==> config.mk <==
export PLATFORM = sky130hd
export DESIGN_NAME = wb_gain_ctrl_flat
export DESIGN_NICKNAME = d
export VERILOG_FILES = /design/src/rtl/wb_pkg.sv /design/src/rtl/wb_gain_ctrl_if.sv /design/src/rtl/seq_div.sv /design/src/rtl/wb_gain_ctrl.sv /design/src/flat_wrapper.sv
export SDC_FILE = /design/constraint.sdc
export NUM_CORES = 1
export LEC_CHECK = 0
export ABC_AREA = 0
export BUFFER_PORTS_ARGS = -buffer_cell sky130_fd_sc_hd__buf_4
export CORE_ASPECT_RATIO = 0.5
export CORE_MARGIN = 4
export CORE_UTILIZATION = 45
export CTS_CLUSTER_DIAMETER = 40
export DETAILED_ROUTE_END_ITERATION = 10
export PLACE_DENSITY = 0.73
export SETUP_SLACK_MARGIN = 0.02
export SYNTH_ARGS = -nofsm -noshare
export SYNTH_HDL_FRONTEND = slang
export SYNTH_SLANG_ARGS = --single-unit
==> constraint.sdc <==
create_clock -name clk -period 7.4 [get_ports clk]
set_input_delay 0.74 -clock clk [delete_from_list [all_inputs] [get_ports clk]]
set_output_delay 0.74 -clock clk [all_outputs]
set_load 0.02 [all_outputs]
==> src/rtl/wb_pkg.sv <==
// Shared definitions for the auto-white-balance gain controller.
// Color codes, unity gain and the sequencing FSM states.
package wb_pkg;

  localparam logic [1:0] RED   = 2'd0;
  localparam logic [1:0] GREEN = 2'd1;
  localparam logic [1:0] BLUE  = 2'd2;

  localparam logic [7:0] GAIN_ONE = 8'd64;

  typedef enum logic [1:0] {
    IDLE,
    DIV_R,
    DIV_B,
    UPDATE
  } state_t;

endpackage

==> src/rtl/wb_gain_ctrl_if.sv <==
// Pixel stream as seen by the WB stage and its gain controller.
// The controller only observes, so the slave side is all inputs.
interface wb_gain_ctrl_if;

  logic       frame_start_i;
  logic       frame_end_i;
  logic       valid_i;
  logic [1:0] color_i;
  logic [7:0] value_i;

  modport master (
    output frame_start_i,
    output frame_end_i,
    output valid_i,
    output color_i,
    output value_i
  );

  modport slave (
    input frame_start_i,
    input frame_end_i,
    input valid_i,
    input color_i,
    input value_i
  );

endinterface

==> src/rtl/seq_div.sv <==
// Restoring divider, one quotient bit per cycle, DW cycles total.
// The first bit is resolved on the start edge itself.
module seq_div #(
  parameter int DW = 30,
  parameter int VW = 24
) (
  input  logic          clk,
  input  logic          rst,
  input  logic          start,
  input  logic [DW-1:0] dividend,
  input  logic [VW-1:0] divisor,
  output logic [DW-1:0] quotient,
  output logic          done,
  output logic          div_by_zero
);

  localparam int CW = $clog2(DW + 1);

  logic [DW-1:0] dd_q;
  logic [DW-1:0] dd_in;
  logic [DW-1:0] dd_nx;
  logic [VW-1:0] rem_q;
  logic [VW-1:0] rem_in;
  logic [VW-1:0] rem_nx;
  logic [VW-1:0] dv_q;
  logic [VW-1:0] dv_in;
  logic [VW:0]   trial;
  logic [VW:0]   diff;
  logic          ge;
  logic [CW-1:0] cnt_q;
  logic          act_q;

  // Quotient bits shift in at the bottom as dividend bits leave the top.
  always_comb begin
    dd_in  = start ? dividend : dd_q;
    rem_in = start ? '0 : rem_q;
    dv_in  = start ? divisor : dv_q;
    trial  = {rem_in, dd_in[DW-1]};
    diff   = trial - {1'b0, dv_in};
    ge     = (trial >= {1'b0, dv_in});
    rem_nx = ge ? diff[VW-1:0] : trial[VW-1:0];
    dd_nx  = {dd_in[DW-2:0], ge};
  end

  always_ff @(posedge clk) begin
    if (rst) begin
      dd_q  <= '0;
      rem_q <= '0;
      dv_q  <= '0;
      cnt_q <= '0;
      act_q <= 1'b0;
    end else if (start) begin
      dd_q  <= dd_nx;
      rem_q <= rem_nx;
      dv_q  <= dv_in;
      cnt_q <= CW'(DW - 1);
      act_q <= 1'b1;
    end else if (cnt_q != '0) begin
      dd_q  <= dd_nx;
      rem_q <= rem_nx;
      cnt_q <= cnt_q - CW'(1);
    end else begin
      act_q <= 1'b0;
    end
  end

  assign quotient    = dd_q;
  assign done        = act_q && (cnt_q == '0);
  assign div_by_zero = (dv_q == '0);

endmodule

==> src/rtl/wb_gain_ctrl.sv <==
// Gray-world AWB controller: per-frame channel sums, shared divider,
// gains committed only from the UPDATE state (or manual passthrough).
module wb_gain_ctrl
  import wb_pkg::*;
#(
  parameter int SUM_W   = 24,
  parameter int FRAC    = 6,
  parameter int G_SHIFT = 0
) (
  input  logic         clk,
  input  logic         rst,
  input  logic         auto_en,
  input  logic [7:0]   man_K_R,
  input  logic [7:0]   man_K_G,
  input  logic [7:0]   man_K_B,
  wb_gain_ctrl_if.slave pix,
  output logic [7:0]   K_R,
  output logic [7:0]   K_G,
  output logic [7:0]   K_B,
  output logic         upd_o,
  output logic         busy_o,
  output logic         err_o
);

  localparam int QW = SUM_W + FRAC;
  localparam logic [SUM_W-1:0] SMAX = '1;

  state_t state_q;
  state_t state_d;

  logic [SUM_W-1:0] sum_q [3];
  logic [SUM_W-1:0] sum_d [3];
  logic [SUM_W-1:0] base  [3];
  logic [SUM_W:0]   add   [3];
  logic             hit   [3];
  logic [SUM_W-1:0] g_now;
  logic [SUM_W-1:0] s_g_q;
  logic [SUM_W-1:0] s_b_q;

  logic             div_start;
  logic [QW-1:0]    div_dvd;
  logic [SUM_W-1:0] div_dvs;
  logic [QW-1:0]    div_q;
  logic             div_done;
  logic             div_zero;

  logic             snap;
  logic             cap_r;
  logic             do_upd;
  logic [7:0]       kr_new_q;
  logic             zr_q;

  function automatic logic [7:0] clamp(input logic [QW-1:0] q);
    return (|q[QW-1:8]) ? 8'hFF : q[7:0];
  endfunction

  // The pixel in a frame_start cycle lands in the freshly cleared sums.
  always_comb begin
    for (int i = 0; i < 3; i++) begin
      base[i]  = pix.frame_start_i ? '0 : sum_q[i];
      add[i]   = {1'b0, base[i]} + (SUM_W+1)'(pix.value_i);
      hit[i]   = pix.valid_i && (pix.color_i == 2'(i));
      sum_d[i] = !hit[i]    ? base[i] :
                 add[i][SUM_W] ? SMAX :
                 add[i][SUM_W-1:0];
    end
  end

  assign g_now = sum_d[GREEN] >> G_SHIFT;

  always_ff @(posedge clk) begin
    for (int i = 0; i < 3; i++) begin
      sum_q[i] <= rst ? '0 : sum_d[i];
    end
  end

  always_comb begin
    state_d   = state_q;
    div_start = 1'b0;
    div_dvd   = {s_g_q, {FRAC{1'b0}}};
    div_dvs   = s_b_q;
    snap      = 1'b0;
    cap_r     = 1'b0;
    do_upd    = 1'b0;
    unique case (state_q)
      IDLE: begin
        if (pix.frame_end_i) begin
          snap      = 1'b1;
          div_start = 1'b1;
          div_dvd   = {g_now, {FRAC{1'b0}}};
          div_dvs   = sum_d[RED];
          state_d   = DIV_R;
        end
      end
      DIV_R: begin
        if (div_done) begin
          cap_r     = 1'b1;
          div_start = 1'b1;
          state_d   = DIV_B;
        end
      end
      DIV_B: begin
        if (div_done) state_d = UPDATE;
      end
      UPDATE: begin
        do_upd  = 1'b1;
        state_d = IDLE;
      end
      default: state_d = IDLE;
    endcase
  end

  always_ff @(posedge clk) begin
    if (rst) state_q <= IDLE;
    else     state_q <= state_d;
  end

  seq_div #(
    .DW (QW),
    .VW (SUM_W)
  ) u_div (
    .clk         (clk),
    .rst         (rst),
    .start       (div_start),
    .dividend    (div_dvd),
    .divisor     (div_dvs),
    .quotient    (div_q),
    .done        (div_done),
    .div_by_zero (div_zero)
  );

  always_ff @(posedge clk) begin
    if (rst) begin
      s_g_q    <= '0;
      s_b_q    <= '0;
      kr_new_q <= '0;
      zr_q     <= 1'b0;
    end else begin
      if (snap) begin
        s_g_q <= g_now;
        s_b_q <= sum_d[BLUE];
      end
      if (cap_r) begin
        kr_new_q <= clamp(div_q);
        zr_q     <= div_zero;
      end
    end
  end

  // In UPDATE the divider still holds the blue result.
  always_ff @(posedge clk) begin
    if (rst) begin
      K_R   <= GAIN_ONE;
      K_G   <= GAIN_ONE;
      K_B   <= GAIN_ONE;
      upd_o <= 1'b0;
      err_o <= 1'b0;
    end else begin
      upd_o <= do_upd && auto_en;
      if (!auto_en) begin
        K_R <= man_K_R;
        K_G <= man_K_G;
        K_B <= man_K_B;
      end else if (do_upd) begin
        K_G <= GAIN_ONE;
        if (!zr_q)     K_R <= kr_new_q;
        if (!div_zero) K_B <= clamp(div_q);
      end
      if (do_upd && (zr_q || div_zero)) err_o <= 1'b1;
      else if (pix.frame_start_i)       err_o <= 1'b0;
    end
  end

  assign busy_o = (state_q == DIV_R) || (state_q == DIV_B);

endmodule

==> src/flat_wrapper.sv <==
// flat-port wrapper written by rule: the top's interface ports become plain ports
module wb_gain_ctrl_flat import wb_pkg::*;
#(
  parameter int SUM_W   = 24,
  parameter int FRAC    = 6,
  parameter int G_SHIFT = 0
)
  (clk, rst, auto_en, man_K_R, man_K_G, man_K_B, K_R, K_G, K_B, upd_o, busy_o, err_o, pix_frame_start_i, pix_frame_end_i, pix_valid_i, pix_color_i, pix_value_i);
  wb_gain_ctrl_if pix_i ();
  input  logic clk;
  input  logic rst;
  input  logic auto_en;
  input  logic [7:0] man_K_R;
  input  logic [7:0] man_K_G;
  input  logic [7:0] man_K_B;
  output logic [7:0] K_R;
  output logic [7:0] K_G;
  output logic [7:0] K_B;
  output logic upd_o;
  output logic busy_o;
  output logic err_o;
  input wire logic [$bits(pix_i.frame_start_i)-1:0] pix_frame_start_i;
  input wire logic [$bits(pix_i.frame_end_i)-1:0] pix_frame_end_i;
  input wire logic [$bits(pix_i.valid_i)-1:0] pix_valid_i;
  input wire logic [$bits(pix_i.color_i)-1:0] pix_color_i;
  input wire logic [$bits(pix_i.value_i)-1:0] pix_value_i;
  assign pix_i.frame_start_i = pix_frame_start_i;
  assign pix_i.frame_end_i = pix_frame_end_i;
  assign pix_i.valid_i = pix_valid_i;
  assign pix_i.color_i = pix_color_i;
  assign pix_i.value_i = pix_value_i;
  wb_gain_ctrl #(.SUM_W(SUM_W), .FRAC(FRAC), .G_SHIFT(G_SHIFT)) u_core (.clk(clk), .rst(rst), .auto_en(auto_en), .man_K_R(man_K_R), .man_K_G(man_K_G), .man_K_B(man_K_B), .pix(pix_i), .K_R(K_R), .K_G(K_G), .K_B(K_B), .upd_o(upd_o), .busy_o(busy_o), .err_o(err_o));
endmodule
# [Word level (Yosys, flattened, before mapping)]
# Memory sizes are Yosys's and may differ from the RTL's.
# Index checks and enable logic that the tools add are counted.
[op_classes] n_addsub=5 order_cmp=1 n_eq_ne=12 mux=49 reduce_logical=20
[op_table] cell="$mux W24" n=19
[op_table] cell="$mux W30" n=5
[op_table] cell="$add A24 B8 Y25" n=3
[op_table] cell="$mux W8" n=9
[op_table] cell="$ge A25 B24 Y1" n=1
[op_table] cell="$logic_not A24 Y1" n=1
[op_table] cell="$sub A24 B24 Y24" n=1
[op_table] cell="$reduce_or A22 Y1" n=1
[op_table] cell="$mux W5" n=2
[op_table] cell="$mux W1" n=9
[op_table] cell="$ne A2 B2 Y1 const B" n=4
[op_table] cell="$pmux W2 S4" n=1
[op_table] cell="$eq A2 B2 Y1 const B" n=3
[op_table] cell="$logic_and A1 B1 Y1" n=6
[op_table] cell="$mux W2" n=3
[op_table] cell="$ne A2 B1 Y1 const B" n=3
[op_table] cell="$logic_not A5 Y1" n=1
[op_table] cell="$reduce_bool A5 Y1" n=1
[op_table] cell="$sub A5 B1 Y5 const B" n=1
[op_table] cell="$eq A2 B1 Y1 const B" n=2
[op_table] cell="$logic_not A2 Y1" n=2
[op_table] cell="$reduce_and A2 Y1" n=2
[op_table] cell="$reduce_bool A2 Y1" n=2
[op_table] cell="$reduce_and A3 Y1" n=1
[op_table] cell="3 further kinds" n=4
[word_totals] ff_bits=169 ram_bits=72 inputBits=40 output_inout_bits=27 wordCells=104 n_memories=1
[memory_table] memory="u_core.sum_q" depth=3 width=24 read_ports=3 rd_clocked_by_memory_dff=0 write_ports=3 line_no="wb_gain_ctrl.sv:31" rtl="logic [SUM_W-1:0] sum_q [3];"

# [Depth between registers and ports, before layout]
[logic_depth] depth_word=11 mapped_depth=25

# [By module]
# Synthesis repeated with hierarchy kept, for this count alone.
[hier_totals] cells_unflattened=1776 hier_area_um2=13919.6
[modules_own_cells] module="wb_gain_ctrl" instances=1 cells_each=1112 area_per_inst_um2=8798.4 seq_area_each_um2=3143.0
[modules_own_cells] module="seq_div" instances=1 cells_each=664 area_per_inst_um2=5121.2 seq_area_each_um2=1681.6

# [Worst setup path after synthesis]
# Ideal clock, no wire load.
[synth_timing] path_type="input -> register" from="in pix_frame_start_i" to="reg u_core.u_div.rem_q[22]" setup_time_ns=0.122 arrival_time_ns=5.705 required_time_ns=7.278 path_slack_ns=1.573 path_stages=25 path_buffers=3 cell_sequence="clkbuf_1 clkbuf_1 nor2b_1 ha_1 fa_1 a21o_1 a21oi_1 o21ai_0 a31oi_2 or2_1 buf_2 nand2_2 o22ai_1 mux2i_1 ha_1 fa_1 nor2b_1 o2111ai_1 a21oi_1 o21ai_0 a41oi_1 a31oi_1 o21ai_0 xor2_1 a221o_1"
[synth_between] elab_chain_len=11
[synth_rtl] item="start, declared" line_no="flat_wrapper.sv:22" rtl="input wire logic [$bits(pix_i.frame_start_i)-1:0] pix_frame_start_i;"
[synth_rtl] item="$mux W24 (*)" line_no="wb_gain_ctrl.sv:60" rtl="base[i] = pix.frame_start_i ? '0 : sum_q[i];"
[synth_rtl] item="$add A24 B8 Y25" line_no="wb_gain_ctrl.sv:61" rtl="add[i] = {1'b0, base[i]} + (SUM_W+1)'(pix.value_i);"
[synth_rtl] item="$mux W24" line_no="wb_gain_ctrl.sv:64" rtl="add[i][SUM_W] ? SMAX :"
[synth_rtl] item="$mux W24 (*)" line_no="wb_gain_ctrl.sv:63" rtl="sum_d[i] = !hit[i] ? base[i] :"
[synth_rtl] item="$mux W24 (*)" line_no="wb_gain_ctrl.sv:87" rtl="if (pix.frame_end_i) begin"
[synth_rtl] item="$mux W24 (*)" line_no="wb_gain_ctrl.sv:85" rtl="unique case (state_q)"
[synth_rtl] item="$mux W24 (*)" line_no="seq_div.sv:37" rtl="dv_in = start ? divisor : dv_q;"
[synth_rtl] item="via u_core.u_div.dv_in[0]" line_no="seq_div.sv:26" rtl="logic [VW-1:0] dv_in;"
[synth_rtl] item="$sub A24 B24 Y24 or $ge A25 B24 Y1 (tied branches)" line_no="seq_div.sv:39, seq_div.sv:40"
[synth_rtl] item="$mux W24 (*)" line_no="seq_div.sv:41" rtl="rem_nx = ge ? diff[VW-1:0] : trial[VW-1:0];"
[synth_rtl] item="$mux W24" line_no="seq_div.sv:58" rtl="end else if (cnt_q != '0) begin"
[synth_rtl] item="$mux W24 (*)" line_no="seq_div.sv:52" rtl="end else if (start) begin"
[synth_rtl] item="end signal, assigned" line_no="seq_div.sv:54" rtl="rem_q <= rem_nx;"
[synth_rtl] item="end signal, assigned" line_no="seq_div.sv:60" rtl="rem_q <= rem_nx;"
[synth_rtl] item="end, declared" line_no="seq_div.sv:22" rtl="logic [VW-1:0] rem_q;"
# The timed path passes the listed nets; every way through them passes the cells marked *. The select of a mux whose other input is x is not followed.
# A chain may end at the register's enable or synchronous reset.

# [Worst setup path in the final report]
[layout_timing] from="in pix_frame_start_i" to="reg u_core.u_div.rem_q[8]"
[layout_between] elab_chain_len=11
[layout_rtl] item="$mux W24" line_no="wb_gain_ctrl.sv:60"
[layout_rtl] item="$add A24 B8 Y25" line_no="wb_gain_ctrl.sv:61"
[layout_rtl] item="$mux W24" line_no="wb_gain_ctrl.sv:64"
[layout_rtl] item="$mux W24" line_no="wb_gain_ctrl.sv:63"
[layout_rtl] item="$mux W30 or $mux W24 (tied branches)" line_no="wb_gain_ctrl.sv:87"
[layout_rtl] item="$mux W30 or $mux W24 (tied branches)" line_no="wb_gain_ctrl.sv:85"
[layout_rtl] item="$mux W30 or $mux W24 (tied branches)" line_no="seq_div.sv:35, seq_div.sv:37"
[layout_rtl] item="$sub A24 B24 Y24 or $ge A25 B24 Y1 (tied branches)" line_no="seq_div.sv:39, seq_div.sv:40"
[layout_rtl] item="$mux W24 (*)" line_no="seq_div.sv:41"
[layout_rtl] item="$mux W24" line_no="seq_div.sv:58"
[layout_rtl] item="$mux W24 (*)" line_no="seq_div.sv:52"
# Every way passes the cells marked *; elsewhere a longest branch is shown, timed or not. The select of a mux whose other input is x is not followed.

==> results_dict.tcl <==
set metrics [dict create \
    status "completed" \
    cts_hold_buffers 0 \
    finalClockSkew_ns 0.0113 \
    startpoint_type "primary input" \
    cts_buffers 27 \
    powerDensity_nw_per_um2 323 \
    initial_utilization 0.465 \
    synth_cell_types 79 \
    hold_path_startpoint "man_K_R[6]" \
    firstDrtPassIters 5 \
    nets 1776 \
    pwr-share-comb 0.386 \
    r2r.worst_path.cells 22 \
    syn_avg_cell_area_um2 7.88 \
    first_iter_violations 1117 \
    synth.top_cell.area_share 0.367 \
    post_cts_resized 0 \
    p_int_mw 3.01 \
    leakage_nw 5.98 \
    grt_use_total 0.216 \
    finalNonFillerCells 2078 \
    port_buffers 66 \
    grt_pass1_wl_um 57800 \
    wl_per_cell_um 17.2 \
    die_area_um2 32200 \
    cp_data_required_time_ns 7.79 \
    wl_um 35800 \
    die_w_um 250 \
    drive_gt1_frac 0.0955 \
    postCtsSetupRepairBufs 0 \
    drt_drc_violations_left 0 \
    hold_viol 0 \
    timing.rr.end "u_core.u_div.rem_q[22]$_SDFFE_PP0P_" \
    p_switching_mw 1.77 \
    async_flop_share 0 \
    relSlewSlack 0.254 \
    critPathSlowestCell "a2bb2oi_1" \
    hp-class "in -> reg" \
    postSynthCellCount 1668 \
    timing.final.crit_share 0.780 \
    finalSetupViolCount 0 \
    antenna_found_initial 0 \
    crit_chain "buf_4 > buf_4 > nor2b_1 > ha_1 > inv_1 > fa_1 > nor2b_1 > o21ai_0 > a21boi_0 > o21ai_1 > a21o_1 > o21ai_1 > a2bb2oi_1 > ha_1 > nor2b_1 > o31a_1 > o211a_1 > o21ai_0 > nand4_1 > a21oi_4 > buf_12 > nor2_1 > a211oi_1 > nor3_1" \
    power_frac_seq 0.325 \
    syn_area_um2 13100 \
    cap_violations 0 \
    clk_latency_ns 0.55 \
    syn2layout_area_growth_pct 12.4 \
    peakVddDrop_mv 0.190 \
    synth_ff_type "dfxtp_1" \
    critPathArrivalTime_ns 6.16 \
    swShare 0.370 \
    yosysWarningCount 0 \
    yosysTopAreaCell "dfxtp_1" \
    most-common-layout-cells "dfxtp_1 (241), nor2_1 (230), nand2_1 (183)" \
    critPathMaxStageDelay_ns 0.51 \
    ant_nets 0 \
    crit_path_end_kind "flop" \
    cts_tree "built" \
    htreeDepth 1 \
    period_needed_ns 5.77 \
    holdPathStages 2 \
    die_h_um 129 \
    fin_setup_tns_ns 0 \
    setup_slack_ns 1.63 \
    fillCellCount 2685 \
    clock_power_share 0.290 \
    io_pins 67 \
    viasPerCell 5.73 \
    grt_max_degree 105 \
    hpwl_um 24800 \
    crit_fanout 43 \
    worst_pin_slew_ns 1.11 \
    reg2reg_from "u_core.sum_q[0][0]$_SDFF_PP0_" \
    cts_buffer_depth 3 \
    final_core_util 0.523 \
    root_buffer "clkbuf_16" \
    rsz0062_at_grt "false" \
    hold_end "u_core.K_R[6]$_SDFFE_PP1P_" \
    worstSetupPathType "in -> reg" \
    dpl_worst_slack_ns 1.18 \
    core-area_um2 28200 \
    synth-edff-count 0 \
    dp_cells 2032 \
    final_common_cell "dfxtp_1" \
    clock.fmax_mhz 173 \
    syn_nets 1765 \
    synth-seq-area-share 0.367 \
    grt_overflow 0 \
    gp_congestion 0.950 \
    ys_seq_elements 241 \
    rows 43 \
    critPathMostFrequentCell "nor2b_1" \
    diodes 0 \
    path_clk_slew_ns 0.06 \
    reg2reg_slack_ns 1.77 \
    cts.sink_count 241 \
    drv_slew 0 \
    synth.top_cells.by_area "dfxtp_1 (37%), nor2_1 (6.6%), nand2_1 (5.3%)" \
    vias 11900 \
    first_global_vias 10900 \
    totalPowerFinal_mw 4.78 \
]
-- state kept, by name, summed over array words and instances, names as in the netlist, 8 cells and up --
name	cells
u_core.sum_q	72
u_core.K_G	8
u_core.K_B	8
u_core.K_R	8
u_core.kr_new_q	8
u_core.s_b_q	24
u_core.s_g_q	24
u_core.u_div.rem_q	24
u_core.u_div.dv_q	24
u_core.u_div.quotient	30
-- cell type report --
class / instances / area [µm²] / area share
multi-input combinational: 1304 / 7860 / 0.532
sequential: 241 / 4820 / 0.327
clock buffer: 35 / 736 / 0.0498
timing repair buffer: 77 / 594 / 0.0402
tap: 382 / 478 / 0.0323
clock inverter: 11 / 175 / 0.0119
inverter: 28 / 105 / 0.00711
-- worst max-delay path by stage --
stage	from	endpoint	slack, ns	cells after the start
CTS	pix_frame_start_i	u_core.u_div.rem_q[8]$_SDFFE_PP0P_	1.72	23
detailed placement	pix_frame_start_i	u_core.u_div.rem_q[8]$_SDFFE_PP0P_	1.18	23
global placement	pix_frame_start_i	u_core.u_div.rem_q[12]$_SDFFE_PP0P_	1.28	23
global route	pix_frame_start_i	u_core.u_div.rem_q[12]$_SDFFE_PP0P_	1.14	23
finish	pix_frame_start_i	u_core.u_div.rem_q[8]$_SDFFE_PP0P_	1.63	24
floorplan	pix_frame_start_i	u_core.u_div.rem_q[22]$_SDFFE_PP0P_	1.57	25
-- cells by family (layout without fill, tap and decap cells) --
family | after synthesis | in the layout | synth area share
fa+ha+maj | 57 | 57 | 0.0566
flops | 241 | 241 | 0.367
simple gates | 747 | 747 | 0.273
xor+xnor | 67 | 67 | 0.0447
mux | 35 | 35 | 0.0274
compound gates | 398 | 398 | 0.195
buf+inv | 123 | 151 | 0.0365
-- power groups by stage --
stage / Sequential (mW) / Combinational (mW) / Clock, mW
4_1_cts: 1.55 / 1.83 / 1.41
6_report: 1.55 / 1.84 / 1.38
3_5_place_dp: 1.57 / 1.82 / 0
3_3_place_gp: 1.57 / 1.80 / 0
2_1_floorplan: 1.56 / 1.40 / 0
5_1_grt: 1.57 / 2.05 / 1.47
-- cell usage after synthesis, types with 5 or more instances --
master and instances:
mux2i_1 27, o21a_1 23, a31o_2 5, clkbuf_1 80, nand2b_1 29, inv_1 26, or3_1 5, a21o_1 18
a211oi_1 57, mux2_2 8, buf_2 5, nand4_1 19, o211ai_1 11, o21bai_1 5, ha_1 53, or2_2 10
a31oi_1 15, o211a_1 7, nand3_1 68, nor3_1 39, o21ai_0 56, nand2_1 184, xnor2_1 49, xor2_1 18
nor2_1 230, and3_1 40, a21oi_1 133, and2_1 18, o22ai_1 23, nor2b_1 55, o31ai_1 8, buf_1 7
dfxtp_1 241, nor4_1 17
-- critical path, delay by kind of cell --
kind	cells	cell delay, ns
AO/OA/AOI/OAI	11	3.06
AND/OR/NAND/NOR	6	0.60
buffers and inverters	4	1.02
adder cells (fa/ha/maj)	3	0.71
-- layer usage --
layer | wire (µm) | vias to the layer above | track usage
li1 | - | 5943 | -
met1 | 17200 | 5560 | 0.313
met2 | 15600 | 356 | 0.343
met3 | 2380 | 43 | 0.0341
met4 | 584 | 0 | 0.0472
met5 | 0 | - | 0
-- through the flow --
stage / cell area [µm²] / hold slack, ns
floorplan: 13100 / 0.417
global placement: 13900 / 0.434
detailed placement: 13900 / 0.438
CTS: 14800 / 0.383
global route: 14800 / 0.411
finish: 14800 / 0.399
Power figures use the tool's default switching activity.
